## config.mk

```make
export PLATFORM = sky130hd
export DESIGN_NAME = instr_fetch
export DESIGN_NICKNAME = d
export VERILOG_FILES = /design/src/rtl/instr_fetch.sv
export SDC_FILE = /design/constraint.sdc
export NUM_CORES = 1
export LEC_CHECK = 0
export ABC_AREA = 1
export BUFFER_PORTS_ARGS = -buffer_cell sky130_fd_sc_hd__buf_2
export CAP_MARGIN = 20
export CELL_PAD_IN_SITES_DETAIL_PLACEMENT = 0
export CELL_PAD_IN_SITES_GLOBAL_PLACEMENT = 1
export CORE_MARGIN = 3
export CORE_UTILIZATION = 36
export CTS_CLUSTER_DIAMETER = 200
export DETAILED_ROUTE_END_ITERATION = 6
export PLACE_DENSITY_LB_ADDON = 0.3
export SETUP_SLACK_MARGIN = 0.5
export SYNTH_ARGS = -nofsm -noshare
export SYNTH_HDL_FRONTEND = slang
export SYNTH_SLANG_ARGS = --single-unit
```

## constraint.sdc

```tcl
create_clock -name i_clk -period 1.85 [get_ports i_clk]
set_input_delay 0.37 -clock i_clk [delete_from_list [all_inputs] [get_ports i_clk]]
set_output_delay 0.37 -clock i_clk [all_outputs]
set_load 0.01 [all_outputs]
```

## src/rtl/instr_fetch.sv

```systemverilog
// Instruction fetch FSM: requests words from instruction memory, presents them to the decoder, and
// handles stall, taken branches and HALT. Define ROE_FETCH_PERF_EN to add the o_fetch_count output.
module instr_fetch (
  input  logic        i_clk,
  input  logic        i_rst_n,
  input  logic        i_start,
  output logic        o_imem_req,
  output logic [9:0]  o_imem_addr,
  input  logic [8:0]  i_imem_rdata,
  input  logic        i_imem_valid,
  output logic [8:0]  o_instr,
  output logic        o_instr_valid,
  output logic [9:0]  o_pc_out,
  input  logic        i_stall,
  input  logic        i_branch_taken,
  input  logic [9:0]  i_branch_target,
`ifdef ROE_FETCH_PERF_EN
  output logic [15:0] o_fetch_count,
`endif
  output logic        o_halted
);

  localparam logic [1:0] StIdle  = 2'd0;
  localparam logic [1:0] StFetch = 2'd1;
  localparam logic [1:0] StIssue = 2'd2;
  localparam logic [1:0] StHalt  = 2'd3;

  localparam logic [8:0] HaltWord = 9'h1FF;

  logic [1:0] r_state;
  logic [9:0] r_pc;
  logic [8:0] r_instr;
  logic [9:0] r_pc_out;

  logic [1:0] w_state_d;
  logic [9:0] w_pc_d;
  logic       w_latch;

  always_comb begin
    w_state_d = r_state;
    w_pc_d    = r_pc;
    w_latch   = 1'b0;
    case (r_state)
      StIdle: begin
        if (i_start) w_state_d = StFetch;
      end
      StFetch: begin
        if (i_imem_valid) begin
          // The HALT word is never issued and leaves the PC pointing at itself.
          if (i_imem_rdata == HaltWord) begin
            w_state_d = StHalt;
          end else begin
            w_state_d = StIssue;
            w_pc_d    = r_pc + 10'd1;
            w_latch   = 1'b1;
          end
        end
      end
      StIssue: begin
        if (!i_stall) begin
          w_state_d = StFetch;
          if (i_branch_taken) w_pc_d = i_branch_target;
        end
      end
      StHalt: begin
        if (i_start) begin
          w_state_d = StFetch;
          w_pc_d    = '0;
        end
      end
      default: w_state_d = StIdle;
    endcase
  end

  always_ff @(posedge i_clk or negedge i_rst_n) begin
    if (!i_rst_n) begin
      r_state  <= StIdle;
      r_pc     <= '0;
      r_instr  <= '0;
      r_pc_out <= '0;
    end else begin
      r_state <= w_state_d;
      r_pc    <= w_pc_d;
      if (w_latch) begin
        r_instr  <= i_imem_rdata;
        r_pc_out <= r_pc;
      end
    end
  end

`ifdef ROE_FETCH_PERF_EN
  logic [15:0] r_fetch_count;

  always_ff @(posedge i_clk or negedge i_rst_n) begin
    if (!i_rst_n) begin
      r_fetch_count <= '0;
    end else if (w_latch && (r_fetch_count != 16'hFFFF)) begin
      r_fetch_count <= r_fetch_count + 16'd1;
    end
  end

  assign o_fetch_count = r_fetch_count;
`endif

  assign o_imem_req    = (r_state == StFetch);
  assign o_imem_addr   = r_pc;
  assign o_instr       = r_instr;
  assign o_instr_valid = (r_state == StIssue);
  assign o_pc_out      = r_pc_out;
  assign o_halted      = (r_state == StHalt);

endmodule

```

**Word level (Yosys, flattened, before mapping)**

Index checks and enable logic that the tools add are counted.

- Word-level logic and storage cells: 34
- Output and inout port bits: 32
- Flip-flop bits (word level): 31
- Bits of input ports: 25

- Reduce and logical (&&, ||, !) cells: 5
- Muxes and demuxes: 14
- Add/subtract/negate cells: 1
- Eq/ne operators: 10

Operator list:

| kind | number |
|---|---|
| $mux 10 | 5 |
| $pmux 10 s3 | 1 |
| $add 10x1->10 const B | 1 |
| $eq 9x9->1 const B | 1 |
| $mux 2 | 3 |
| $ne 2x1->1 const B | 3 |
| $ne 2x2->1 const B | 3 |
| $pmux 2 s3 | 1 |
| $reduce_and 6->1 | 1 |
| $eq 2x2->1 const B | 2 |
| $mux 1 | 4 |
| $reduce_and 3->1 | 1 |
| $reduce_bool 3->1 | 1 |
| $eq 2x1->1 const B | 1 |
| $logic_not 2->1 | 1 |
| $reduce_or 2->1 | 1 |

**Longest topological paths before layout**

- Depth after elaboration: 4
- Gate-level depth with buffers: 10

**Worst setup path before layout**

Ideal clock, no wire load.

- Path type: register to register
- Start point: register r_state[1]
- End point: register r_pc[0], in the netlist o_imem_addr[0]
- Slack: 357 ps
- Stages on the path, launching flop included: 11
- Path buffers: 1
- Data arrival time: 1375 ps
- Cells stage by stage: dfrtp_1 inv_1 ha_1 nand2_1 nand3_2 nor2_4 nand2_4 inv_4 buf_12 nand2_1 o21ai_2

- Longest elaborated chain between the ends: 3
- Elaborated cells on any way between the ends: 11
- Classes of those cells: 8 x eq/ne; 1 x mux; 2 x reduce/logical

RTL lines:

| item | line | text |
|---|---|---|
| start: declaration | 30 | `logic [1:0] r_state;` |
| start signal: assignment | 77 | `r_state <= StIdle;` |
| start signal: assignment | 82 | `r_state <= w_state_d;` |
| $eq 2x1->1 (*) | - |  |
| net o_imem_req | 7 | `output logic o_imem_req,` |
| $ne 2x2->1 (no line), or another cell as far along | - |  |
| $reduce_and 6->1 (no line) | - |  |
| end signal: assignment | 83 | `r_pc <= w_pc_d;` |
| end: declaration | 31 | `logic [9:0] r_pc;` |

Mark *: on every way through the listed nets, which the timed path passes. The rest lies on a longest branch.
A chain may end at the register's enable or synchronous reset.

**Worst setup path in the final report**

- Start point: register r_state[0]
- End point: output port o_instr_valid

- Longest elaborated chain between the ends: 1

RTL lines:

| item | line | text |
|---|---|---|
| $eq 2x2->1 | 108 | `assign o_instr_valid = (r_state == StIssue);` |
| end: declaration | 12 | `output logic o_instr_valid,` |

No other way between the ends.

==> flow_summary.json <==
{
  "synth-simple-area-share_pct": 26.7,
  "combPwrFrac_pct": 58.2,
  "core_sq_mm": 0.00475,
  "grt.overflow.total": 0,
  "grt_pass1_vias": 1539,
  "initial_core_util_pct": 37.6,
  "critPathTopFamily": "flip-flops",
  "max_slew_margin_pct": 50.6,
  "internal-power_w": 0.00269,
  "via_count": 1659,
  "numCtsBuffers": 5,
  "syn_nets": 249,
  "dpl_cell_area_sq_mm": 0.00214,
  "worstRegToRegCells": 9,
  "synth_largest_area_cell": "dfrtp_1",
  "grt_usage_pct": 16.5,
  "viasPerCell": 4.56,
  "path_class": "reg2out",
  "drive_gt1_share_pct": 52.2,
  "synth-compound-area-share_pct": 14.8,
  "drv_cap": 0,
  "die_area_sq_mm": 0.00585,
  "area_growth_pct": 49.7,
  "drtPass1Iterations": 4,
  "clock_skew_ps": 4.65,
  "critPathSlowestCell": "dfrtp_2",
  "antenna_found_initial": 0,
  "h-tree-depth": 2,
  "clock.fmax_mhz": 671,
  "clkTransAtPathRegs_ps": 70,
  "synth-seq-cells": 31,
  "num_antenna_cells": 0,
  "nNetsFinal": 326,
  "die_w_um": 76.5,
  "synth_fa_ha_area_share_pct": 3.50,
  "timing.final.crit_period_ps": 1490,
  "run_status": "finished clean",
  "timing.rr.start": "r_state[0]",
  "hold_path_class": "in2async",
  "postRouteWirelength_um": 4880,
  "root_buffer": "clkbuf_8",
  "ant_nets": 0,
  "synth_top_family_by_area": "simple AND/OR/NAND/NOR gates",
  "synthCells": 219,
  "path_cells": "inv_2, ha_4, buf_6",
  "ys_seq_area_share_pct": 43.4,
  "final-instance-count-excl-fill": 364,
  "rsz0062_at_grt": "yes",
  "first_iter_violations": 67,
  "clkPwrFrac_pct": 14.6,
  "reg2reg_to": "o_imem_addr[9]",
  "yosysWarnings": 0,
  "slowest_delay_ps": 450,
  "path_depth": 3,
  "synth_area_leaders": "dfrtp_1 43%, nand2_1 14%, o21ai_2 7.3%, inv_1 7.1%, o21ai_0 4.5%",
  "synth_cell_types": 25,
  "postLayoutCellArea_sq_mm": 0.00268,
  "pwr_density_cell_mw_per_mm2": 1800,
  "vdd_drop_max_mv": 0.919,
  "rows": 25,
  "wire_per_inst_um": 13.4,
  "cp-start-kind": "flop",
  "yosysTopAreaCellShare_pct": 43.4,
  "leakagePower_nw": 1.44,
  "die_y_um": 76.5,
  "final_cell_mix": "53 x buf_2, 43 x nand2_1, 30 x inv_1",
  "nFillCells": 471,
  "synth_area_sq_mm": 0.00179,
  "slew_viol_final": 0,
  "dp_hpwl_um": 3150,
  "grt_max_degree": 39,
  "p_switching_w": 0.00212,
  "clk_latency_ps": 280,
  "power_w": 0.00481,
  "worst-path-buf-inv": 2,
  "gp_congestion": 0.823,
  "r2r_slack_ps": 390,
  "io_pins": 57,
  "setup_viol": 0,
  "finalCritPeriodShare_pct": 80.6,
  "swShare_pct": 44.1,
  "worstMarginPinSlew_ps": 741,
  "p_seq_share_pct": 27.3,
  "final_common_cell": "buf_2",
  "utilization_pct": 56.3,
  "crit_required_ps": 1480,
  "path_max_fanout": 6,
  "worstPathArrival_ps": 1120,
  "grt_pass1_wl_um": 7650,
  "tns_ps": 0,
  "place_inst": 338,
  "muxShareOfSynthArea_pct": 0,
  "clock-sinks": 31,
  "io_buffer_count": 56,
  "cts_buffer_depth": 2,
  "synthXorXnorAreaFrac_pct": 0,
  "cp-end-kind": "primary output",
  "hold_viol": 0,
  "syn_avg_cell_area_sq_um": 8.17,
  "route.detailed.drc": 0,
  "cts_tree": "yes"
}
==> stage by stage <==
stage	hold WS, ps	setup slack [ps]
global placement	460	265
global route	187	306
floorplan	74.4	429
detailed placement	462	272
CTS	172	367
finish	151	359
==> state kept, by name (all words and copies together) (netlist names) <==
name and cells:
o_imem_addr 10, o_pc_out 10, o_instr 9, r_state 2
==> worst register-to-register path, delay by kind of cell (launching register included) <==
kind,cells,cell delay [ps]
buffers and inverters,2,210
and+or+nand+nor,5,470
AOI/OAI and AO/OA,1,60
adders and majority gates,1,200
DFF,1,450
==> cells by family (layout without fill, tap and decap cells) <==
logic type                 count (synthesis)  in the layout
AOI/OAI and AO/OA                         39             39
adders and majority gates                  5              5
buffers and inverters                     41            119
DFF                                       31             31
and+or+nand+nor                          103            103
==> power by group through the flow <==
stage	Sequential [W]	Clock [W]	Combinational [W]
detailed placement	0.00124	0	0.00195
global placement	0.00123	0	0.00194
global route	0.00136	0.000750	0.00305
finish	0.00131	0.000702	0.00280
CTS	0.00123	0.000715	0.00234
floorplan	0.00134	0	0.00135
==> cell type report <==
class	count	area, sq um	area share, %
Inverter	35	144	5.37
Timing Repair inverter	1	8.76	0.327
Clock buffer	6	82.6	3.08
Clock inverter	2	35.0	1.31
Multi-Input combinational cell	147	1020	38.0
Tap cell	67	83.8	3.13
Sequential cell	31	781	29.1
Timing Repair Buffer	75	526	19.6
==> synth_stat cells, drive strengths merged <==
cell,n
nand2,72
inv,35
o21ai,32
dfrtp,31
nor2,15
nand3,13
ha,5
buf,4
a22oi,3
nand4,3
a21oi,2
clkbuf,2
o211ai,1
o31ai,1
==> metal layers <==
layer | share of wire (%) | global-route usage [%] | wire length (um)
met4 | 1.3 | 5.98 | 65
met1 | 46 | 21.7 | 2270
met3 | 3.5 | 3.78 | 173
met2 | 49 | 26.4 | 2370
met5 | 0 | 0 | 0
==> worst max path at each step <==
stage / startpoint / endpoint
floorplan: r_state[0] / o_imem_addr[0]
finish: r_state[0] / o_instr_valid
global placement: r_state[0] / o_imem_addr[5]
detailed placement: r_state[0] / o_imem_addr[5]
CTS: r_state[0] / o_instr_valid
global route: r_state[0] / o_imem_addr[6]
==> repair_timing <==
item	in CTS	in global routing
endpoints found under the setup margin	17	35
hold buffers	0	0
gates cloned	1	6
setup buffers	10	1
pin swaps	6	3
gates resized for setup	22	51
Power figures use the tool's default switching activity.
